File: src/rtl/fetch_queue.sv
// fetch_queue: instruction prefetch queue between instruction memory and decode.
// Issues sequential fetches (at most one outstanding), buffers each returned word
// with its PC in a DEPTH-entry FIFO, and presents the FIFO head to decode.
// A redirect flushes the FIFO, marks any in-flight fetch stale and restarts at
// redirect_pc.
//
// Ports:
//   clk, rst                 clock, asynchronous active-high reset
//   redirect_valid/_pc       flush and restart fetch at redirect_pc
//   mem_req/mem_addr         fetch request and address (addr = fetch_pc)
//   mem_ready                memory accepts the request this cycle
//   mem_rvalid/mem_rdata     fetch response
//   inst_valid/_data/_pc     FIFO head towards decode
//   inst_ready               decode consumes the head
//   count                    number of occupied FIFO entries
module fetch_queue #(
  parameter int DEPTH  = 4,
  parameter int ADDR_W = 19,
  parameter int DATA_W = 19
) (
  input  logic                     clk,
  input  logic                     rst,
  input  logic                     redirect_valid,
  input  logic [ADDR_W-1:0]        redirect_pc,
  output logic                     mem_req,
  output logic [ADDR_W-1:0]        mem_addr,
  input  logic                     mem_ready,
  input  logic                     mem_rvalid,
  input  logic [DATA_W-1:0]        mem_rdata,
  output logic                     inst_valid,
  output logic [DATA_W-1:0]        inst_data,
  output logic [ADDR_W-1:0]        inst_pc,
  input  logic                     inst_ready,
  output logic [$clog2(DEPTH):0]   count
);

  localparam int PTR_W = $clog2(DEPTH);
  localparam int CNT_W = PTR_W + 1;

  // state   | meaning
  // FETCH   | no fetch outstanding
  // WAIT    | one fetch outstanding, response will be pushed
  // DISCARD | one fetch outstanding, response will be dropped
  typedef enum logic [1:0] {
    ST_FETCH   = 2'd0,
    ST_WAIT    = 2'd1,
    ST_DISCARD = 2'd2
  } state_t;

  state_t              state_q, state_d;
  logic [ADDR_W-1:0]   fetch_pc_q, fetch_pc_d;
  logic [ADDR_W-1:0]   req_pc_q, req_pc_d;
  logic [PTR_W-1:0]    rd_ptr_q, rd_ptr_d;
  logic [PTR_W-1:0]    wr_ptr_q, wr_ptr_d;
  logic [CNT_W-1:0]    count_q, count_d;
  logic [ADDR_W-1:0]   pc_mem_q   [DEPTH];
  logic [ADDR_W-1:0]   pc_mem_d   [DEPTH];
  logic [DATA_W-1:0]   data_mem_q [DEPTH];
  logic [DATA_W-1:0]   data_mem_d [DEPTH];

  logic accept;
  logic push;
  logic pop;

  // rst gates mem_req so the request drops the moment reset is applied.
  assign mem_req    = !rst && (state_q == ST_FETCH) && (count_q < CNT_W'(DEPTH)) && !redirect_valid;
  assign mem_addr   = fetch_pc_q;
  assign inst_valid = (count_q != '0);
  assign inst_data  = data_mem_q[rd_ptr_q];
  assign inst_pc    = pc_mem_q[rd_ptr_q];
  assign count      = count_q;

  assign accept = mem_req && mem_ready;
  assign push   = (state_q == ST_WAIT) && mem_rvalid && !redirect_valid;
  assign pop    = inst_valid && inst_ready && !redirect_valid;

  always_comb begin
    state_d    = state_q;
    fetch_pc_d = fetch_pc_q;
    req_pc_d   = req_pc_q;
    rd_ptr_d   = rd_ptr_q;
    wr_ptr_d   = wr_ptr_q;
    count_d    = count_q;
    pc_mem_d   = pc_mem_q;
    data_mem_d = data_mem_q;

    if (redirect_valid) begin
      fetch_pc_d = redirect_pc;
      rd_ptr_d   = '0;
      wr_ptr_d   = '0;
      count_d    = '0;
      // An outstanding fetch becomes stale unless its response lands right now.
      if (state_q != ST_FETCH) begin
        state_d = mem_rvalid ? ST_FETCH : ST_DISCARD;
      end
    end else begin
      case (state_q)
        ST_FETCH: begin
          if (accept) begin
            req_pc_d   = fetch_pc_q;
            fetch_pc_d = fetch_pc_q + ADDR_W'(1);
            state_d    = ST_WAIT;
          end
        end
        ST_WAIT, ST_DISCARD: begin
          if (mem_rvalid) state_d = ST_FETCH;
        end
        default: state_d = ST_FETCH;
      endcase

      if (push) begin
        pc_mem_d[wr_ptr_q]   = req_pc_q;
        data_mem_d[wr_ptr_q] = mem_rdata;
        wr_ptr_d             = wr_ptr_q + PTR_W'(1);
      end
      if (pop) rd_ptr_d = rd_ptr_q + PTR_W'(1);

      if (push && !pop)      count_d = count_q + CNT_W'(1);
      else if (pop && !push) count_d = count_q - CNT_W'(1);
    end
  end

  always_ff @(posedge clk or posedge rst) begin
    if (rst) begin
      state_q    <= ST_FETCH;
      fetch_pc_q <= '0;
      req_pc_q   <= '0;
      rd_ptr_q   <= '0;
      wr_ptr_q   <= '0;
      count_q    <= '0;
      for (int i = 0; i < DEPTH; i++) begin
        pc_mem_q[i]   <= '0;
        data_mem_q[i] <= '0;
      end
    end else begin
      state_q    <= state_d;
      fetch_pc_q <= fetch_pc_d;
      req_pc_q   <= req_pc_d;
      rd_ptr_q   <= rd_ptr_d;
      wr_ptr_q   <= wr_ptr_d;
      count_q    <= count_d;
      pc_mem_q   <= pc_mem_d;
      data_mem_q <= data_mem_d;
    end
  end

endmodule
File: config.mk
export PLATFORM = sky130hd
export DESIGN_NAME = fetch_queue
export DESIGN_NICKNAME = d
export VERILOG_FILES = /design/src/rtl/fetch_queue.sv
export SDC_FILE = /design/constraint.sdc
export NUM_CORES = 1
export LEC_CHECK = 0
export ABC_AREA = 1
export CORE_ASPECT_RATIO = 0.6
export CORE_MARGIN = 2
export CORE_UTILIZATION = 50
export CTS_CLUSTER_DIAMETER = 80
export DETAILED_ROUTE_END_ITERATION = 10
export MAX_ROUTING_LAYER = met4
export PLACE_DENSITY = 0.73
export SLEW_MARGIN = 20
export SYNTH_ARGS = -nofsm -noshare
export SYNTH_HDL_FRONTEND = slang
export SYNTH_SLANG_ARGS = --single-unit
export TNS_END_PERCENT = 10
File: constraint.sdc
create_clock -name clk -period 11 [get_ports clk]
set_input_delay 2.2 -clock clk [delete_from_list [all_inputs] [get_ports clk]]
set_output_delay 2.2 -clock clk [all_outputs]
set_load 0.05 [all_outputs]
==> impl_metrics.tcl <==
set metrics [dict create \
    status "completed" \
    dieArea_sq_um 19200 \
    timing.final.ws_setup_ps 4210 \
    reg2reg_to "mem_addr[14]" \
    max_freq_ghz 0.147 \
    yosysMostFrequentCell "nand2_1" \
    synth_top_area_share_pct 55.0 \
    post_drt_wl_per_cell_um 16.1 \
    tightest_slew_ps 836 \
    io_buffers 105 \
    ctsHtreeMaxLevel 4 \
    setup_viol 0 \
    synth_seq_area_share_pct 55.0 \
    die_w_um 178 \
    clkLatencyLatePin_ps 430 \
    min_path_type "flip-flop to flip-flop" \
    antenna_found_initial 0 \
    diodes 0 \
    gp_congestion 0.909 \
    start_util_pct 50.6 \
    syn_area_per_cell_sq_um 8.49 \
    synthCells 1066 \
    netlist.top_cell.by_area "dfrtp_1" \
    cts_root_buf "clkbuf_16" \
    numCtsBuffers 17 \
    vias 7606 \
    period_share_pct 61.8 \
    synth_edf_count 0 \
    cts_tree "yes" \
    fin_tns_setup_ps 0 \
    n_fill_cell 1617 \
    rows 38 \
    crit_type "input port to primary output" \
    rr_startpoint "state_q[0]" \
    crit_path_start "redirect_valid" \
    r2r_slack_ps 8740 \
    crit_fanout 27 \
    synth_seq_cells 199 \
    utilization_pct 60.0 \
    clockBufferDepth 2 \
    grt_pass1_vias 7207 \
    peakVddDrop_uv 198 \
    first_pass_iters 5 \
    endpoint_kind "primary output" \
    drcViolationCount 0 \
    final.min_clock_period_ps 6790 \
    hpwl_um 12900 \
    pre_cts_ws_ps 4260 \
    post_cts_buffers 0 \
    cp.arrival_ps 4590 \
    yosysWarnings 0 \
    grt_max_degree 146 \
    hold_end "pc_mem_q[40]" \
    rsz0062_at_grt "no" \
    multiInputGateArea_sq_um 3410 \
    final_nets 1188 \
    cellLeakagePower_nw 4.97 \
    core-area_sq_um 17900 \
    drtIter0Drc 695 \
    die_h_um 108 \
    holdPathStages 2 \
    clk_pin_slew_worst_paths_ps 70 \
    crit_required_ps 8800 \
    hold_viol_final 0 \
    max_cap_viol_count 0 \
    clock_sinks 199 \
    cp-start-kind "input port" \
    seq_area_sq_um 4980 \
    r2r_cells 8 \
    yosys-top-cells-area "dfrtp_1 (55%), o21ai_0 (13%), nand2_1 (10%)" \
    wl_um 22400 \
    powerDensity_nw_per_um2 266 \
    area_delta_synth_final_pct 18.5 \
    synth_common_cells "nand2_1 (242), o21ai_0 (229), dfrtp_1 (199)" \
    final_max_slew_viol_count 0 \
    ios 106 \
    netlist_area_sq_um 9050 \
    synth-main-ff-cell "dfrtp_1" \
    ctsResizeCount 0 \
    postSynthNetCount 1118 \
    grt_pass1_wl_um 37000 \
    slew_headroom_pct 44.2 \
    cts_hold_buf 0 \
    layout-drive-gt1-share_pct 4.96 \
    skew_ps 15.5 \
    overflow 0 \
    ys_async_sr_fraction_pct 100 \
    holdCritStartpoint "pc_mem_q[40]" \
    track_usage_pct 25.3 \
    netlist-cell-type-count 30 \
    vias_per_cell 5.48 \
    ant_nets 0 \
]
## per-stage QoR
| stage | instances | hold slack [ps] | cell area (sq um) | power (mW) |
|---|---|---|---|---|
| final | 1389 | 477 | 10700 | 2.86 |
| after floorplan | 1066 | 442 | 9050 | 1.84 |
| after CTS | 1388 | 485 | 10700 | 2.86 |
| after detailed placement | 1356 | 468 | 10100 | 2.23 |
| after global routing | 1389 | 498 | 10700 | 3.02 |
| after global placement | 1356 | 461 | 10100 | 2.21 |
## placed cells by master (no fill, tap or decap)
cell and n:
nand2_1 242, o21ai_0 229, dfrtp_1 198, nor2_1 108, clkdlybuf4s50_1 105, inv_1 70, o22ai_1 42, o21ai_1 34
nand3_1 23, clkbuf_16 17, a21oi_1 10, buf_4 9, ha_1 7, nand2_2 5, nor3_1 5, inv_2 5
clkinv_4 5, xor2_1 4, o211ai_1 4, inv_8 4, nand3b_1 3, nand4_1 3, clkbuf_8 2, nand4_4 1
nor3_4 1, o21bai_1 1, a31oi_1 1, xnor2_1 1, nor2_4 1, nand3_2 1, fa_1 1, bufinv_16 1
clkinv_8 1, clkbuf_1 1, clkinv_2 1, inv_6 1, buf_16 1, dfrtp_2 1
## critical path, stage by stage
cell and delay, ps:
clkdlybuf4s50_1 710, inv_2 560, nand2_1 130, nor3_1 160
clkdlybuf4s50_1 830
## worst max path at each step
stage,cells after the start,to
3_3_place_gp,5,mem_req
4_1_cts,5,mem_req
5_1_grt,5,mem_req
2_1_floorplan,1,count[0]
3_5_place_dp,5,mem_req
6_report,5,mem_req
## final cells by class
cell class	count	area share, %
Clock inverter	12	1.28
Multi-Input combinational cell	727	31.8
Timing Repair Buffer	115	10.7
Sequential cell	199	46.4
Clock buffer	20	4.26
Tap cell	240	2.80
Inverter	76	2.73
## sequential cells by signal (all words and copies together) (netlist names)
signal / count
count: 3
data_mem_q: 76
mem_addr: 19
pc_mem_q: 76
rd_ptr_q: 2
req_pc_q: 19
state_q: 2
wr_ptr_q: 2
## per-layer routing
layer,track usage (%),up-vias,part of all wire [%]
met2,37.5,261,45
li1,-,3653,-
met3,4.18,17,6.2
met4,6.85,0,0.85
met1,36.3,3675,48
met5,-,-,0
## cell families after synthesis
group | count (synthesis) | share of synthesized area [%]
xor gates and xnor gates | 5 | 0.484
AOI/OAI and AO/OA | 321 | 18.5
adders and majority gates | 8 | 1.19
buffers and inverters | 140 | 7.31
and+or+nand+nor | 393 | 17.5
DFF | 199 | 55.0
## report_power, final
| part | switching, mW | leakage [nW] | internal, mW |
|---|---|---|---|
| Combinational | 0.826 | 2.04 | 0.380 |
| Clock | 0.293 | 0.293 | 0.334 |
| Sequential | 0.111 | 2.64 | 0.913 |
| Total | 1.23 | 4.97 | 1.63 |
No activity file was read; power rests on OpenSTA's default activity.
